$ cat src/rtl/univ_shift_engine.sv
// Multi-cycle universal shift engine.
// Performs hold/load/clear immediately. Logical, arithmetic and rotate
// shifts run over several cycles, moving at most STEP bits per cycle,
// so no full barrel shifter is needed.
// Handshake: start_i is accepted only while ready_o is high, and done_o
// pulses for one cycle when the result is on q_o.
module univ_shift_engine #(
    parameter int N    = 8,
    parameter int AW   = $clog2(N),
    parameter int STEP = 1
) (
    input  logic          clk,
    input  logic          reset,
    input  logic          start_i,
    input  logic [2:0]    op_i,
    input  logic [AW-1:0] amt_i,
    input  logic [N-1:0]  d_i,
    input  logic          si_i,
    output logic          ready_o,
    output logic          done_o,
    output logic [N-1:0]  q_o,
    output logic          so_o
);

    localparam logic [1:0] ST_IDLE  = 2'd0;
    localparam logic [1:0] ST_SHIFT = 2'd1;
    localparam logic [1:0] ST_DONE  = 2'd2;

    localparam logic [2:0] OP_HOLD = 3'b000;
    localparam logic [2:0] OP_LOAD = 3'b001;
    localparam logic [2:0] OP_SLL  = 3'b010;
    localparam logic [2:0] OP_SRL  = 3'b011;
    localparam logic [2:0] OP_SRA  = 3'b100;
    localparam logic [2:0] OP_ROL  = 3'b101;
    localparam logic [2:0] OP_ROR  = 3'b110;
    localparam logic [2:0] OP_CLR  = 3'b111;

    localparam logic [AW-1:0] STEP_W = AW'(STEP);
    localparam logic [AW-1:0] ONE_W  = AW'(1);
    localparam logic [AW:0]   N_W    = (AW+1)'(N);
    localparam logic [N-1:0]  ONES   = '1;

    logic [1:0]    state_q,  state_d;
    logic [2:0]    op_q,     op_d;
    logic [AW-1:0] shiftCnt_q, shiftCnt_d;
    logic [N-1:0]  data_q,   data_d;
    logic          so_q,     so_d;

    logic [AW-1:0] stepAmt;
    logic [AW:0]   stepComp;
    logic [AW-1:0] stepLess1;
    logic [N-1:0]  sllRes;
    logic [N-1:0]  srlRes;
    logic [N-1:0]  sraRes;
    logic [N-1:0]  rolRes;
    logic [N-1:0]  rorRes;
    logic [N-1:0]  leftOut;
    logic [N-1:0]  rightOut;
    logic [N-1:0]  shiftRes;
    logic          shiftSo;
    logic          immediateOp;

    // One shift step of s=min(STEP,remaining) bits for the latched op, plus the last bit leaving q
    always_comb begin
        stepAmt   = (shiftCnt_q < STEP_W) ? shiftCnt_q : STEP_W;
        stepComp  = N_W - {1'b0, stepAmt};
        stepLess1 = stepAmt - ONE_W;

        sllRes = (data_q << stepAmt) | (si_i ? ~(ONES << stepAmt) : '0);
        srlRes = (data_q >> stepAmt) | (si_i ? ~(ONES >> stepAmt) : '0);
        sraRes = $unsigned($signed(data_q) >>> stepAmt);
        rolRes = (data_q << stepAmt) | (data_q >> stepComp);
        rorRes = (data_q >> stepAmt) | (data_q << stepComp);

        leftOut  = data_q >> stepComp;
        rightOut = data_q >> stepLess1;

        shiftRes = data_q;
        shiftSo  = so_q;
        case (op_q)
            OP_SLL: begin
                shiftRes = sllRes;
                shiftSo  = leftOut[0];
            end
            OP_SRL: begin
                shiftRes = srlRes;
                shiftSo  = rightOut[0];
            end
            OP_SRA: begin
                shiftRes = sraRes;
                shiftSo  = rightOut[0];
            end
            OP_ROL: begin
                shiftRes = rolRes;
                shiftSo  = leftOut[0];
            end
            OP_ROR: begin
                shiftRes = rorRes;
                shiftSo  = rightOut[0];
            end
            default: begin
                shiftRes = data_q;
                shiftSo  = so_q;
            end
        endcase
    end

    // Sequencer: accept in IDLE, finish immediate ops at once, otherwise count down shift steps
    always_comb begin
        state_d    = state_q;
        op_d       = op_q;
        shiftCnt_d = shiftCnt_q;
        data_d     = data_q;
        so_d       = so_q;

        immediateOp = (op_i == OP_HOLD) || (op_i == OP_LOAD) ||
                      (op_i == OP_CLR)  || (amt_i == '0);

        case (state_q)
            ST_IDLE: begin
                if (start_i) begin
                    op_d = op_i;
                    if (immediateOp) begin
                        if (op_i == OP_LOAD) begin
                            data_d = d_i;
                        end else if (op_i == OP_CLR) begin
                            data_d = '0;
                            so_d   = 1'b0;
                        end
                        state_d = ST_DONE;
                    end else begin
                        shiftCnt_d = amt_i;
                        state_d    = ST_SHIFT;
                    end
                end
            end
            ST_SHIFT: begin
                data_d     = shiftRes;
                so_d       = shiftSo;
                shiftCnt_d = shiftCnt_q - stepAmt;
                if (shiftCnt_q == stepAmt) begin
                    state_d = ST_DONE;
                end
            end
            ST_DONE: begin
                state_d = ST_IDLE;
            end
            default: begin
                state_d = ST_IDLE;
            end
        endcase
    end

    // State and datapath registers; reset aborts any operation without a done pulse
    always_ff @(posedge clk or posedge reset) begin
        if (reset) begin
            state_q    <= ST_IDLE;
            op_q       <= OP_HOLD;
            shiftCnt_q <= '0;
            data_q     <= '0;
            so_q       <= 1'b0;
        end else begin
            state_q    <= state_d;
            op_q       <= op_d;
            shiftCnt_q <= shiftCnt_d;
            data_q     <= data_d;
            so_q       <= so_d;
        end
    end

    assign ready_o = (state_q == ST_IDLE);
    assign done_o  = (state_q == ST_DONE);
    assign q_o     = data_q;
    assign so_o    = so_q;

endmodule

$ cat config.mk
export PLATFORM = sky130hd
export DESIGN_NAME = univ_shift_engine
export DESIGN_NICKNAME = d
export VERILOG_FILES = /design/src/rtl/univ_shift_engine.sv
export SDC_FILE = /design/constraint.sdc
export NUM_CORES = 1
export LEC_CHECK = 0
export CORE_AREA = 2 2 50 75
export CTS_CLUSTER_DIAMETER = 30
export DETAILED_ROUTE_END_ITERATION = 6
export DIE_AREA = 0 0 52 77
export GPL_TIMING_DRIVEN = 0
export PLACE_DENSITY = 0.79
export SYNTH_ARGS = -nofsm -noshare
export SYNTH_HDL_FRONTEND = slang
export SYNTH_SLANG_ARGS = --single-unit
$ cat constraint.sdc
create_clock -name clk -period 7 [get_ports clk]
set_input_delay 1.4 -clock clk [delete_from_list [all_inputs] [get_ports clk]]
set_output_delay 1.4 -clock clk [all_outputs]
set_load 0.01 [all_outputs]
==> flow_summary.toml, run 1 <==
[detailed_routing]
ant_nets = 0
vias = 1999
drc = 0
wire_per_inst_um = 18.4
vias_per_cell = 6.62
wirelength_um = 5550
dr.pass1.iters = 4
drt_iter0_drc = 110

[yosys]
synth_xor_area_frac = 0.00491
synthSimpleGateAreaFrac = 0.278
synth.top_cell.area_share = 0.238
synth_edf_count = 0
synthCells = 226
synthFlopType = "dfrtp_1"
synth_common_cells = "21 x nand2_1, 19 x nor2_1, 17 x dfrtp_1"
async_reset_ff_frac = 1.00
synth_top_family_by_area = "compound AO/OA/AOI/OAI gates"
synth_area_leaders = "dfrtp_1 24%, nand2_1 4.4%, a21oi_1 4.2%, ha_1 4.2%, nor2_1 4.0%"
yosys_register_bits = 17
synth-compound-area-share = 0.302
synth.cell_area_mm2 = 0.00178
yosysTopAreaCell = "dfrtp_1"
seq_area_frac_synth = 0.238
yosys_warnings = 0
synth_area_per_cell_um2 = 7.89
synth.most_common_cell = "nand2_1"
synthAdderAreaFrac = 0.0421
yosysUniqueCellTypes = 60
synth_mux_area_frac = 0.0736

[timing]
fin_crit_sh = 0.484
slew_headroom = 0.344
skew_ps = 2.47
fin_hold_ws_ps = 514
fmax_ghz = 0.295
min_period_ps = 3390
rsz0062_at_grt = "false"
setup_tns_ps = 0
worst_pin_slew_ps = 976
drv_slew = 0
hold_viol = 0
setup_violations = 0

[global_routing]
grt-ovfl-total = 0
first_global_vias = 1864
globalRouteTotalUtil = 0.294
grt_antenna_before_repair = 0
grt_max_degree = 18
grt_first_pass_wirelength_um = 9070

[floorplan]
die_area_mm2 = 0.00400
io_pins = 29
die_h_um = 77
core_area_mm2 = 0.00335
die_x_um = 52
rows = 26
start_util = 0.532

[cts]
insertion_delay_ps = 250
numCtsBuffers = 3
holdBufCountCts = 0
cts_root_buf = "clkbuf_8"
cts_resized = 0
cts_tree = "done"
ctsLongestPathBuffers = 2
htree_levels = 1
clkSlewWorstSetupHoldPaths_ps = 70
cts_setup_buffers = 0
cts.sinks = 17

[critical_path]
path_cells = "clkdlybuf4s50_1, inv_1, nor3_1, o2bb2ai_1, a221oi_1, o22ai_1"
crit_fanout = 8
endpoint_kind = "flip-flop"
cp-start-kind = "input pin"
worst_ep_required_time_ps = 7140
worst_path_largest_cell_delay_ps = 740
setup.worst_path.class = "input pin to flip-flop"
r2r_setup_slack_ps = 3800
cp.arrival_ps = 3520
slowest_stage = "nor3_1"

[final_layout]
fillCellCount = 303
area_growth_pct = 21.7
fin_util = 0.648
antennaDiodeCount = 0
drive_above_1_share = 0.0885
nets = 285

[power]
seq_power_share = 0.221
clkPwrFrac = 0.074
p_sw_frac = 0.512
vdd_ir_drop_max_mv = 0.312
intPower_uw = 500
power_leakage_nw = 0.849
p_sw_uw = 525
power_density_mw_per_mm2 = 473
p_total_mw = 1.03
comb_power_share = 0.705

[job]
maxCapViolCount = 0

[placed_design]
port_buffers = 28
gp_congestion = 0.939
place.detailed.hpwl_um = 4300

[status]
status = "complete, no violations"

[min_path]
hold_path_class = "flip-flop to flip-flop"
## cell type report
cell class / instances / area, um^2 / area share
clock inverter: 1 / 5.00 / 0.00231
tap: 42 / 52.6 / 0.0242
inverter: 7 / 27.5 / 0.0127
clock buffer: 3 / 41.3 / 0.0190
buffer: 17 / 73.8 / 0.0340
sequential: 17 / 425 / 0.196
multi-input combinational: 187 / 1260 / 0.583
timing repair buffer: 28 / 280 / 0.129
## power by group through the flow
stage / logic (mW) / clock network, mW / registers, mW
final: 0.724 / 0.0758 / 0.226
after CTS: 0.714 / 0.0756 / 0.222
after global routing: 0.794 / 0.0812 / 0.233
after global placement: 0.709 / 0 / 0.224
after detailed placement: 0.710 / 0 / 0.224
after floorplan: 0.498 / 0 / 0.211
## placed cells by master, fill, tap and decap left out, types with 5 or more instances in the layout
master / count
o21ai_0: 8
a21oi_1: 15
clkbuf_1: 13
o22ai_1: 5
ha_1: 6
inv_1: 6
nand2_1: 21
o31ai_1: 6
nand3_1: 9
nor2_1: 19
a31oi_1: 6
nor2b_1: 7
nand4_1: 8
mux2_2: 5
a211oi_1: 5
dfrtp_1: 17
clkdlybuf4s50_1: 28
## state kept, by name (all words and copies together) (netlist names)
register,flops
op_q,3
state_q,2
so_o,1
q_o,8
shiftCnt_q,3
## layer usage
layer / track usage / routed length, um / vias up
met5: 0 / 0 / -
met4: 0.129 / 267 / 0
met3: 0.0136 / 364 / 25
met2: 0.491 / 2810 / 98
met1: 0.382 / 2100 / 939
li1: - / - / 937
## critical path, delay by kind of cell
kind / cells / cell delay (ps)
compound gates: 3 / 860
buf+inv: 2 / 520
simple gates: 1 / 740
## through the flow
stage | setup slack [ps] | cell area (um^2) | std cells
2_1_floorplan | 4210 | 1790 | 228
3_3_place_gp | 3410 | 2120 | 298
3_5_place_dp | 3380 | 2120 | 298
4_1_cts | 3590 | 2170 | 302
5_1_grt | 3500 | 2170 | 302
6_report | 3610 | 2170 | 302
## final timing paths
check,startpoint,end,cells past startpoint
worst min register to register,so_o,so_o,1
max in group asynchronous,reset,state_q[1],2
min in group asynchronous,reset,q_o[5],2
worst min-delay path,so_o,so_o,1
worst max-delay path,start_i,q_o[2],6
worst max register to register,shiftCnt_q[2],so_o,12
## logic make-up after synthesis
| kind of cell | count (synthesis) |
|---|---|
| simple gates | 92 |
| buf+inv | 24 |
| other cells | 2 |
| fa+ha+maj | 6 |
| flops | 17 |
| mux | 10 |
| xor+xnor | 1 |
| compound gates | 74 |
No activity file was read; power rests on OpenSTA's default activity.
==> inputs of run 2 (changes only) <==
CORE_AREA = 2 2 53 79   (was 2 2 50 75)
DIE_AREA = 0 0 55 81   (was 0 0 52 77)
PLACE_DENSITY = 0.75   (was 0.79)
clock period = 2.8 ns   (was 7 ns; I/O delays follow)
==> flow_summary.toml, run 2 (same netlist as run 1, synthesis figures left out) <==
[status]
status = "complete, no violations"

[critical_path]
endpoint_kind = "flip-flop"
regToRegStartpoint = "shiftCnt_q[0]"
worstRegToRegCells = 9
cp_num_buf_inv = 4
worst_ep_required_time_ps = 2930
setup.worst_path.class = "flip-flop to flip-flop"
path_delay_family = "buffers and inverters"
cp.arrival_ps = 2860
crit_fanout = 10
r2r_setup_slack_ps = 60
worst_path_largest_cell_delay_ps = 390
cp-start-kind = "flip-flop"
reg2reg_to = "q_o[4]"
slowest_stage = "or3_4"
path_cells = "or3_4, buf_6, clkbuf_1, ha_1, buf_2, clkbuf_2, or2_2, a31oi_1, o22ai_1"

[min_path]
hold_start = "so_o"
hold_path_class = "flip-flop to flip-flop"
worstHoldPathCells = 1
min_to = "so_o"

[timing]
fmax_ghz = 0.365
setup_tns_ps = 0
fin_crit_sh = 0.977
worst_pin_slew_ps = 981
hold_viol = 0
slew_headroom = 0.341
skew_ps = 4.70
setup_violations = 0
drv_slew = 0
min_period_ps = 2740

[placed_design]
gp_congestion = 1.06
place.detailed.hpwl_um = 4280
placedInstanceArea_mm2 = 0.00213
port_buffers = 28

[global_routing]
grt-ovfl-total = 0
grt_max_degree = 18
grt_antenna_before_repair = 0
grt_first_pass_wirelength_um = 8780
first_global_vias = 1855
globalRouteTotalUtil = 0.273

[cts]
htree_levels = 1
holdBufCountCts = 0
insertion_delay_ps = 250
numCtsBuffers = 3
clkSlewWorstSetupHoldPaths_ps = 70
cts_tree = "done"
ctsLongestPathBuffers = 2
cts.sinks = 17
cts_root_buf = "clkbuf_8"

[floorplan]
start_util = 0.463
rows = 28
die_area_mm2 = 0.00446
die_h_um = 81
core_area_mm2 = 0.00385
io_pins = 29
die_x_um = 55

[detailed_routing]
vias = 1999
drc = 0
drt_iter0_drc = 126
vias_per_cell = 6.47
dr.pass1.iters = 7
wirelength_um = 5670
wire_per_inst_um = 18.3
ant_nets = 0

[final_layout]
antennaDiodeCount = 0
multi_input_area_mm2 = 0.00132
drive_above_1_share = 0.136
final_common_cell = "clkdlybuf4s50_1"
area_growth_pct = 27.6
regArea_um2 = 425
nets = 289
fin_area_mm2 = 0.00228
layout_common_cells = "28 x clkdlybuf4s50_1, 21 x nand2_1, 19 x nor2_1"
fin_util = 0.591
largest_reg_flops = 8
fillCellCount = 364

[power]
p_total_mw = 2.66
intPower_mw = 1.31
power_density_mw_per_mm2 = 1170
p_sw_mw = 1.35
p_sw_frac = 0.508
vdd_ir_drop_max_mv = 0.687
comb_power_share = 0.720
clkPwrFrac = 0.069
power_leakage_nw = 0.876
seq_power_share = 0.211

[job]
maxCapViolCount = 0
==> run 2: changes by cell type in the layout (fill, tap and decap cells not counted), sizes merged <==
cell,before,now
clkinv,2,1
buf,4,8
clkbuf,16,17
==> run 2: per-stage QoR <==
step	hold WS (ps)	instances	setup WS, ps
floorplan	482	228	14.4
global placement	499	301	-371
detailed placement	500	301	-389
CTS	520	309	2.84
global route	569	309	-4.72
finish	518	309	63.8
==> run 2: per-layer routing <==
metal	vias up	share of wire	GRT usage
li1	939	-	-
met1	937	0.39	0.319
met2	93	0.51	0.454
met3	30	0.055	0.0331
met4	0	0.050	0.171
met5	-	0	0
==> run 2: worst max-delay path by stage <==
| stage | slack [ps] | endpoint | cells after the start | start |
|---|---|---|---|---|
| after CTS | 3 | q_o[7] | 12 | shiftCnt_q[0] |
| after detailed placement | -390 | so_o | 12 | shiftCnt_q[2] |
| after floorplan | 10 | q_o[7] | 12 | shiftCnt_q[2] |
| final | 60 | q_o[4] | 9 | shiftCnt_q[0] |
| after global placement | -370 | so_o | 12 | shiftCnt_q[2] |
| after global routing | -5 | q_o[4] | 9 | shiftCnt_q[0] |
==> run 2: worst register-to-register path, stage by stage, from the launching register on <==
cell and delay [ps]:
dfrtp_1 380, or3_4 390, buf_6 140, clkbuf_1 250
ha_1 370, buf_2 190, clkbuf_2 220, or2_2 330
a31oi_1 230, o22ai_1 120
==> run 2: layout make-up <==
type / instances / share of cell area
inverter: 7 / 0.0137
clock buffer: 4 / 0.0198
multi-input combinational: 187 / 0.578
timing repair buffer: 32 / 0.136
buffer: 17 / 0.0401
sequential: 17 / 0.187
tap: 45 / 0.0247
==> run 2: power groups by stage <==
| stage | clock network (mW) | registers, mW | logic (mW) |
|---|---|---|---|
| after CTS | 0.188 | 0.554 | 1.85 |
| final | 0.184 | 0.562 | 1.92 |
| after global routing | 0.197 | 0.585 | 2.08 |
| after global placement | 0 | 0.563 | 1.78 |
| after floorplan | 0 | 0.529 | 1.24 |
| after detailed placement | 0 | 0.563 | 1.78 |
==> run 2: repair_timing <==
action / in CTS / in global routing
endpoints found under the setup margin: 9 / 5
setup buffers: 4 / 0
gates resized for setup: 11 / 7
pin swaps: 3 / 2
==> inputs of run 3 (changes only) <==
--- a/constraint.sdc
+++ b/constraint.sdc
@@ -3,2 +3,2 @@
 set_output_delay 0.56 -clock clk [all_outputs]
-set_load 0.01 [all_outputs]
+set_load 0.02 [all_outputs]
==> results of run 3 <==
Same layout as run 2 (identical final DEF). Status: complete, no violations.
Among the figures that moved: total power 2.66 mW -> 2.72 mW; worst IR drop on VDD 0.687 mV -> 0.701 mV
